===== src/rtl/exe_stage_pkg.sv =====
// Shared definitions for the execute stage: ALU command encodings,
// shifter type codes, NZCV bit positions and a rotate helper.
package exe_stage_pkg;

    localparam logic [3:0] EXE_NOP = 4'b0000;
    localparam logic [3:0] EXE_MOV = 4'b0001;
    localparam logic [3:0] EXE_ADD = 4'b0010;
    localparam logic [3:0] EXE_ADC = 4'b0011;
    localparam logic [3:0] EXE_SUB = 4'b0100;
    localparam logic [3:0] EXE_SBC = 4'b0101;
    localparam logic [3:0] EXE_AND = 4'b0110;
    localparam logic [3:0] EXE_ORR = 4'b0111;
    localparam logic [3:0] EXE_EOR = 4'b1000;
    localparam logic [3:0] EXE_MVN = 4'b1001;

    typedef enum logic [1:0] {
        SH_LSL = 2'b00,
        SH_LSR = 2'b01,
        SH_ASR = 2'b10,
        SH_ROR = 2'b11
    } shift_t;

    localparam int FLAG_N = 3;
    localparam int FLAG_Z = 2;
    localparam int FLAG_C = 1;
    localparam int FLAG_V = 0;

    // Rotating the doubled word avoids the undefined x << 32 corner at n = 0.
    function automatic logic [31:0] ror32(input logic [31:0] x, input logic [4:0] n);
        logic [63:0] w_dbl;
        w_dbl = {x, x} >> n;
        return w_dbl[31:0];
    endfunction

endpackage


===== src/rtl/exe_stage_val2_generate.sv =====
// Operand-2 generator: rotated 8-bit immediate, 12-bit memory offset,
// or the shifted Rm register operand.
module val2_generate
    import exe_stage_pkg::*;
#(
    parameter int DATA_W = 32
) (
    input  logic              i_imm,
    input  logic              i_mem_access,
    input  logic [DATA_W-1:0] i_val_rm,
    input  logic [11:0]       i_shift_operand,
    output logic [DATA_W-1:0] o_val2
);

    logic [DATA_W-1:0] w_imm8;
    logic [4:0]        w_rot_amt;
    logic [4:0]        w_sh_amt;
    logic [1:0]        w_sh_type;

    assign w_imm8    = {{(DATA_W-8){1'b0}}, i_shift_operand[7:0]};
    assign w_rot_amt = {i_shift_operand[11:8], 1'b0};
    assign w_sh_amt  = i_shift_operand[11:7];
    assign w_sh_type = i_shift_operand[6:5];

    always_comb begin
        o_val2 = '0;
        if (i_imm) begin
            o_val2 = ror32(w_imm8, w_rot_amt);
        end else if (i_mem_access) begin
            o_val2 = {{(DATA_W-12){1'b0}}, i_shift_operand};
        end else begin
            case (w_sh_type)
                SH_LSL:  o_val2 = i_val_rm << w_sh_amt;
                SH_LSR:  o_val2 = i_val_rm >> w_sh_amt;
                SH_ASR:  o_val2 = $signed(i_val_rm) >>> w_sh_amt;
                default: o_val2 = ror32(i_val_rm, w_sh_amt);
            endcase
        end
    end

endmodule


===== src/rtl/exe_stage.sv =====
// Execute stage: ALU with NZCV flags, status register, branch target
// computation and the EX/MEM pipeline register.
module exe_stage
    import exe_stage_pkg::*;
#(
    parameter int         DATA_W     = 32,
    parameter logic [3:0] STATUS_RST = 4'b0000
) (
    input  logic              clk,
    input  logic              rst,
    input  logic              freeze,
    input  logic [DATA_W-1:0] PC_in,
    input  logic              wb_enable_in,
    input  logic              mem_read_in,
    input  logic              mem_write_in,
    input  logic              B_in,
    input  logic              S_in,
    input  logic              imm_in,
    input  logic [3:0]        exec_cmd_in,
    input  logic [DATA_W-1:0] val_Rn_in,
    input  logic [DATA_W-1:0] val_Rm_in,
    input  logic [3:0]        Rd_in,
    input  logic [11:0]       shift_operand_in,
    input  logic [23:0]       signed_imm_24_in,
    output logic              branch_taken,
    output logic [DATA_W-1:0] branch_addr,
    output logic [3:0]        status_q,
    output logic              wb_enable_out,
    output logic              mem_read_out,
    output logic              mem_write_out,
    output logic [DATA_W-1:0] alu_result_out,
    output logic [DATA_W-1:0] st_val_out,
    output logic [3:0]        Rd_out
);

    logic [DATA_W-1:0] w_val2;
    logic [DATA_W-1:0] w_res;
    logic [DATA_W:0]   w_sum;
    logic              w_c_in;
    logic              w_c;
    logic              w_v;
    logic [3:0]        w_status_next;

    logic [3:0]        r_status;
    logic              r_wb_enable;
    logic              r_mem_read;
    logic              r_mem_write;
    logic [DATA_W-1:0] r_alu_result;
    logic [DATA_W-1:0] r_st_val;
    logic [3:0]        r_rd;

    val2_generate #(
        .DATA_W(DATA_W)
    ) u_val2 (
        .i_imm          (imm_in),
        .i_mem_access   (mem_read_in | mem_write_in),
        .i_val_rm       (val_Rm_in),
        .i_shift_operand(shift_operand_in),
        .o_val2         (w_val2)
    );

    assign w_c_in = r_status[FLAG_C];

    // SUB/SBC add the one's complement so bit 32 is directly NOT-borrow.
    always_comb begin
        w_sum = '0;
        w_res = '0;
        w_c   = r_status[FLAG_C];
        w_v   = r_status[FLAG_V];
        case (exec_cmd_in)
            EXE_MOV: w_res = w_val2;
            EXE_MVN: w_res = ~w_val2;
            EXE_ADD, EXE_ADC: begin
                w_sum = {1'b0, val_Rn_in} + {1'b0, w_val2}
                      + {{DATA_W{1'b0}}, (exec_cmd_in == EXE_ADC) & w_c_in};
                w_res = w_sum[DATA_W-1:0];
                w_c   = w_sum[DATA_W];
                w_v   = (val_Rn_in[DATA_W-1] == w_val2[DATA_W-1])
                      & (w_res[DATA_W-1] != val_Rn_in[DATA_W-1]);
            end
            EXE_SUB, EXE_SBC: begin
                w_sum = {1'b0, val_Rn_in} + {1'b0, ~w_val2}
                      + {{DATA_W{1'b0}}, (exec_cmd_in == EXE_SUB) | w_c_in};
                w_res = w_sum[DATA_W-1:0];
                w_c   = w_sum[DATA_W];
                w_v   = (val_Rn_in[DATA_W-1] != w_val2[DATA_W-1])
                      & (w_res[DATA_W-1] != val_Rn_in[DATA_W-1]);
            end
            EXE_AND: w_res = val_Rn_in & w_val2;
            EXE_ORR: w_res = val_Rn_in | w_val2;
            EXE_EOR: w_res = val_Rn_in ^ w_val2;
            default: w_res = '0;
        endcase
    end

    always_comb begin
        w_status_next         = r_status;
        w_status_next[FLAG_N] = w_res[DATA_W-1];
        w_status_next[FLAG_Z] = (w_res == '0);
        w_status_next[FLAG_C] = w_c;
        w_status_next[FLAG_V] = w_v;
    end

    always_ff @(posedge clk or posedge rst) begin
        if (rst) begin
            r_status <= STATUS_RST;
        end else if (S_in && !freeze) begin
            r_status <= w_status_next;
        end
    end

    always_ff @(posedge clk or posedge rst) begin
        if (rst) begin
            r_wb_enable  <= 1'b0;
            r_mem_read   <= 1'b0;
            r_mem_write  <= 1'b0;
            r_alu_result <= '0;
            r_st_val     <= '0;
            r_rd         <= '0;
        end else if (!freeze) begin
            r_wb_enable  <= wb_enable_in;
            r_mem_read   <= mem_read_in;
            r_mem_write  <= mem_write_in;
            r_alu_result <= w_res;
            r_st_val     <= val_Rm_in;
            r_rd         <= Rd_in;
        end
    end

    // Branch path is combinational so fetch can redirect in the same cycle.
    assign branch_taken = B_in;
    assign branch_addr  = PC_in + {{(DATA_W-26){signed_imm_24_in[23]}}, signed_imm_24_in, 2'b00};

    assign status_q       = r_status;
    assign wb_enable_out  = r_wb_enable;
    assign mem_read_out   = r_mem_read;
    assign mem_write_out  = r_mem_write;
    assign alu_result_out = r_alu_result;
    assign st_val_out     = r_st_val;
    assign Rd_out         = r_rd;

endmodule


===== config.mk =====
export PLATFORM = sky130hd
export DESIGN_NAME = exe_stage
export DESIGN_NICKNAME = d
export VERILOG_FILES = /design/src/rtl/exe_stage_pkg.sv /design/src/rtl/exe_stage_val2_generate.sv /design/src/rtl/exe_stage.sv
export SDC_FILE = /design/constraint.sdc
export NUM_CORES = 1
export LEC_CHECK = 0
export ABC_AREA = 1
export BUFFER_PORTS_ARGS = -buffer_cell sky130_fd_sc_hd__buf_4
export CAP_MARGIN = 40
export CORE_MARGIN = 1.5
export CORE_UTILIZATION = 45
export DETAILED_ROUTE_END_ITERATION = 8
export MAX_ROUTING_LAYER = met4
export PLACE_DENSITY = 0.7
export SYNTH_ARGS = -nofsm -noshare
export SYNTH_HDL_FRONTEND = slang
export SYNTH_SLANG_ARGS = --single-unit

===== constraint.sdc =====
create_clock -name clk -period 4.25 [get_ports clk]
set_clock_uncertainty 0.15 [all_clocks]
set_input_delay 0.425 -clock clk [delete_from_list [all_inputs] [get_ports clk]]
set_output_delay 0.425 -clock clk [all_outputs]
set_load 0.02 [all_outputs]

# Word level (Yosys, flattened, before mapping)
# Index checks and enable logic that the tools add are counted.
# word_totals
ff_bits	75
inputBits	149
output_inout_bits	108
wordCells	56
# classes
n_addsub	5
n_eq_ne	15
n_shift	5
mux	6
bitwise	9
n_reduce_logical	8
# op_table
operator	count
32-bit one-hot mux with 7 select lines	1
32-bit one-hot mux with 3 select lines	1
32-bit by 32-bit adder with 33-bit output	2
33-bit by 1-bit adder with 33-bit output	2
32-bit two-way mux	2
64-bit by 5-bit right shift with 32-bit output	1
40-bit by 5-bit right shift with 32-bit output	1
32-bit adder	1
32-bit bitwise AND	1
32-bit zero test	1
32-bit NOT	1
32-bit OR	1
32-bit by 5-bit << shifter with 32-bit output	1
32-bit by 5-bit right shift with 32-bit output	1
32-bit by 5-bit >>> shifter with 32-bit output	1
32-bit XOR	1
4-bit by 3-bit == test with 1-bit output (second input constant)	4
4-bit by 2-bit == test with 1-bit output (second input constant)	2
4-bit == test (second input constant)	2
4-bit by 1-bit == test with 1-bit output (second input constant)	1
1-bit one-hot mux with 2 select lines	2
2-bit OR reduction	2
1-bit bitwise AND	3
1-bit inequality test	3
9 further kinds	10

# Longest topological paths before layout
# depth
word_depth	10
depth_mapped	39
depth_no_buf	37

# Modules after synthesis
# A second synthesis with hierarchy kept.
# unflattened
cells_unflattened	3148
hier_area_um2	16727.3
# modules_own_cells
mod	instances	cells_each	area_per_inst_um2	seq_area_each_um2
exe_stage	1	2056	11716.2	1876.8
val2_generate	1	1092	5011.1	0.0

# Worst setup path before layout
# Ideal clock, no wire load.
# synth_timing
path_type	input-to-reg
from	input shift_operand_in[7]
to	register r_status[2] (netlist: status_q[2])
setup_time_ns	0.065
t_arrival_ns	3.849
t_required_ns	4.035
slack_ns	0.186
path_stages	32
n_path_buf	2
path_cell_list	buf_6 buf_6 nand2_1 nand3_2 nand3_1 nand2_1 o21ai_1 nand2_1 nand3_1 nand2_1 nand2_1 nand2_2 fa_1 fa_1 inv_1 nand2_1 o21ai_2 nand3_1 nand2_1 nand2_1 nand2_1 nand2_1 nand2_1 a21oi_1 or2_1 nand3_1 nand2_1 nor2_1 nand3_1 nor2_1 nand3_1 nand2_1
# synth_via
elab_chain_cells	9
word_cells_on_any_way	18
cone_classes	add/sub (4); shift (5); mux (4); bitwise (4); reduce/logical (1)
# synth_rtl
element	line_no	text
start: declaration	exe_stage.sv:23	input logic [11:0] shift_operand_in,
64-bit by 5-bit right shift with 32-bit output, or another cell as far along	exe_stage_pkg.sv:31	w_dbl = {x, x} >> n;
32-bit one-hot mux with 3 select lines	exe_stage_val2_generate.sv:32	case (w_sh_type)
32-bit two-way mux	exe_stage_val2_generate.sv:29	end else if (i_mem_access) begin
32-bit two-way mux (*)	exe_stage_val2_generate.sv:27	if (i_imm) begin
32-bit NOT	exe_stage.sv:72, exe_stage.sv:82	
32-bit by 32-bit adder with 33-bit output	exe_stage.sv:82	w_sum = {1'b0, val_Rn_in} + {1'b0, ~w_val2}
33-bit by 1-bit adder with 33-bit output	exe_stage.sv:83	+ {{DATA_W{1'b0}}, (exec_cmd_in == EXE_SUB) | w_c_in};
32-bit one-hot mux with 7 select lines (*)	exe_stage.sv:70	case (exec_cmd_in)
32-bit zero test (*)	exe_stage.sv:99	w_status_next[FLAG_Z] = (w_res == '0);
end signal: assignment	exe_stage.sv:108	r_status <= w_status_next;
end: declaration	exe_stage.sv:44	logic [3:0] r_status;
# Mark *: on every way between the ends. The rest lies on a longest branch, timed or not.
# A chain may end at the register's enable or synchronous reset.

# Worst setup path after layout
# layout_timing
from	input shift_operand_in[8]
to	register r_status[2] (netlist: status_q[2])
# Same word-level chain as after synthesis.

==> summary.md <==
| Metric | Value |
|---|---|
| First-pass GRT wire length | `between 100 and 150 mm` |
| Sequential fraction of the synthesis area | `between 10% and 20%` |
| Routed WL | `around 92 mm` |
| Critical path launch point | `shift_operand_in[8]` |
| Post-route ant nets | `0` |
| Instance area after placement | `between 20000 and 25000 um^2` |
| Worst hold margin | `about 0.11 ns` |
| Post-route cell area | `~25000 um^2` |
| Reg2Reg Depth | `24` |
| Overall routing resource usage | `between 40% and 50%` |
| Core Util, Final | `73.7%` |
| Critical path endpoint category | `register` |
| Wire length per cell | `roughly 22 um` |
| Syn nets | `roughly 3100` |
| Initial antenna violation count | `1` |
| Worst Tran Pin Value | `about 0.84 ns` |
| Share of flip-flops with an asynchronous set or reset | `100%` |
| Largest net degree at the start of global routing | `between 80 and 90` |
| Deepest clock path buffer count | `2` |
| Inserted Clock Buffers | `9` |
| TNS Setup | `-0.882 ns` |
| Total core area | `~34000 um^2` |
| Data arrival, critical path | `4.83 ns` |
| Yosys cell types | `59` |
| CTS Sinks | `75` |
| Failing checks | `design-rule violations, negative setup slack` |
| H-tree levels | `3` |
| Dpl ws | `-0.940 ns` |
| # IOs | `between 200 and 300` |
| CP max FO | `11` |
| Number of global-route vias before repair | `23446` |
| PD cells | `roughly 230 nW/um^2` |
| RSZ-0062 raised after global routing | `yes` |
| Final worst setup slack | `-0.428 ns` |
| Grt ovf | `0` |
| Crit start category | `input pin` |
| Final count of negative-setup-slack endpoints | `6` |
| Hold path startpoint | `Rd_in[2]` |
| Hold path depth | `3` |
| Insertion delay to the later sink of the worst-skew pair | `around 0.34 ns` |
| Layout Nets | `a little under 4000` |
| CP Class | `in -> reg` |
| CTS tree | `built` |
| Avg Cell Area, Syn | `5.53 um^2` |
| Drt drc | `1` |
| CTS clock-pin slew for the worst setup and hold paths | `~0.080 ns` |
| Reg-to-reg endpoint | `status_q[2]$_DFFE_PP0P_` |
| Slowest-stage cell, CP | `nand2_1` |
| Root Buffer | `clkbuf_16` |
| # port buffers | `250` |
| Synth Instances | `between 2000 and 3000` |
| Tmin final | `4.68 ns` |
| Achievable Freq | `0.214 GHz` |
| P_leak | `about 13 nW` |
| Die W | `~190 um` |
| Seq cells post-synth | `75` |
| Period utilization | `110%` |
| CP delay by family, top | `simple AND/OR/NAND/NOR gates` |
| Crit path buffers/inverters | `4` |
| Max Cap Viol | `0` |
| Final Hold Viols | `0` |
| Die height | `190 um` |
| Post-synth EDFFs | `0` |
| Initial Util | `roughly 46%` |
| Hold path endpoint | `Rd_out[2]$_DFFE_PP0N_` |
| Critical Path RT | `approximately 4.4 ns` |
| FP Rows | `just under 70` |
| Slew margin rel. | `approximately 44%` |
| Worst vdd ir | `about 210 uV` |
| Mapped Area | `15700 um^2` |
| Initial DRC count | `slightly above 3000` |
| R2r startpoint | `status_q[1]$_DFFE_PP0P_` |
| RePlAce Congestion | `~1.2` |
| DPL Wire Length | `70.9 mm` |
| Synth Warn # | `0` |
| DRT Pass-1 Iters | `9` |
| Crit path top cell by count | `nand2_1` |
| Share of post-route cells with drive strength above 1 | `39.4%` |
| HP Class | `in -> reg` |
| Full die area | `36000 um^2` |
| CP max stage delay | `about 0.36 ns` |
| Reg2reg setup slack | `between 0.2 and 0.3 ns` |
| Via density per instance | `slightly above 6` |
| Synth Flop Type | `dfrtp_1` |
| Slew Viols, Final | `0` |
| Total number of vias | `between 20000 and 25000` |
| Status | `finished, violations left` |
| Area growth, synth to finish | `61.7%` |
## synth_stat cells, types with 10 or more instances
cell        n  share of area, %
o211ai_1   13              0.62
dfrtp_1    75                12
inv_1     243               5.8
nor2_1    241               5.8
a21oi_1   185               5.9
a31oi_1    10              0.40
o21ai_0   115               3.7
buf_1      20              0.48
buf_2      56               1.8
inv_2      12              0.29
o21ai_1    14              0.45
nand4_1    27               1.1
nand2_1   872                21
ha_1      124               9.9
xor2_1     29               1.6
nor3_1     23              0.73
clkbuf_1   41              0.98
a221oi_1   12              0.67
nand2_2    39               1.6
o22ai_1    17              0.68
nand3_1   523                17
nand3_2    13              0.83
## registers in the layout, summed over array words and instances (netlist names)
register / flops
mem_write_out: 1
wb_enable_out: 1
status_q: 4
st_val_out: 32
alu_result_out: 32
Rd_out: 4
mem_read_out: 1
## report_power, final
group / switching (mW) / leakage [nW] / total [mW] / internal [mW]
combinational: 2.44 / 12.1 / 4.16 / 1.73
sequential: 0.0653 / 0.940 / 0.865 / 0.800
clock: 0.361 / 0.153 / 0.832 / 0.472
total: 2.86 / 13.2 / 5.86 / 3.00
## logic make-up (layout without fill, tap and decap cells)
logic type / Yosys count / count (layout) / share of synthesized area [%]
multiplexers: 1 / 1 / 0.144
flip-flops: 75 / 75 / 12.0
XOR/XNOR: 36 / 36 / 2.01
buffers and inverters: 399 / 1205 / 10.9
other: 0 / 1 / 0
adder cells (fa/ha/maj): 129 / 129 / 10.5
AND/OR/NAND/NOR: 1779 / 1779 / 49.6
AO/OA/AOI/OAI: 414 / 414 / 14.8
## per-stage QoR
stage | instances | power, mW
3_5_place_dp | 4029 | 4.38
2_1_floorplan | 2833 | 2.58
5_1_grt | 4095 | 6.12
6_report | 4095 | 5.86
3_3_place_gp | 4028 | 4.33
4_1_cts | 4060 | 5.33
## how the worst max path moves through the flow
| stage | endpoint | slack [ns] | cells after the start |
|---|---|---|---|
| global placement | status_q[2]$_DFFE_PP0P_ | -0.89 | 32 |
| floorplan | status_q[2]$_DFFE_PP0P_ | 0.19 | 32 |
| global route | status_q[2]$_DFFE_PP0P_ | -0.53 | 31 |
| CTS | status_q[2]$_DFFE_PP0P_ | -0.03 | 34 |
| finish | status_q[2]$_DFFE_PP0P_ | -0.43 | 30 |
| detailed placement | status_q[2]$_DFFE_PP0P_ | -0.94 | 31 |
## cell type report
type	count	area (um^2)
antenna	1	2.50
clock buffer	9	225
clock inverter	7	93.8
fill	2927	9020
inverter	262	1010
multi-input combinational	2359	14200
sequential	75	1880
tap	455	569
timing repair buffer	925	7400
timing repair inverter	2	17.5
## worst min-delay path, delay by kind of cell
family / cells / cell delay, ns
and+or+nand+nor: 2 / 0.09
buffers and inverters: 1 / 0.07
## cells in the final DEF (no fill, tap or decap), types with 17 or more instances in the layout
master	Yosys	layout
nor2_4	6	22
o21ai_1	14	38
ha_1	124	98
nand3_4	0	17
inv_1	243	227
nor3_1	23	17
dfrtp_1	75	75
buf_4	8	884
o21ai_2	4	18
nand3_2	13	126
inv_2	12	23
o21ai_0	115	73
ha_4	0	24
a21oi_1	185	145
nand2_2	39	109
a21oi_2	0	34
nand4_1	27	27
xor2_1	29	29
nand2_4	3	18
nand2_1	872	786
nand3_1	523	393
nor2_2	6	45
nor2_1	241	186
## per-layer routing
metal / global-route usage (%) / up-vias / share of wire, %
li1: - / 11009 / -
met1: 54.3 / 11346 / 35
met2: 78.0 / 1839 / 44
met3: 8.30 / 676 / 10
met4: 40.6 / 0 / 11
met5: - / - / 0
## repair_timing
| action | 4_1_cts | 5_1_grt |
|---|---|---|
| gates resized for setup | 125 | 424 |
| hold buffers | 1 | 0 |
| buffers inserted | 10 | 28 |
| pin swaps | 22 | 116 |
| gates cloned | 4 | 6 |
| endpoints found under the setup margin | 25 | 31 |
| hold endpoints to repair | 19 | 0 |
No activity file was read; power rests on OpenSTA's default activity.
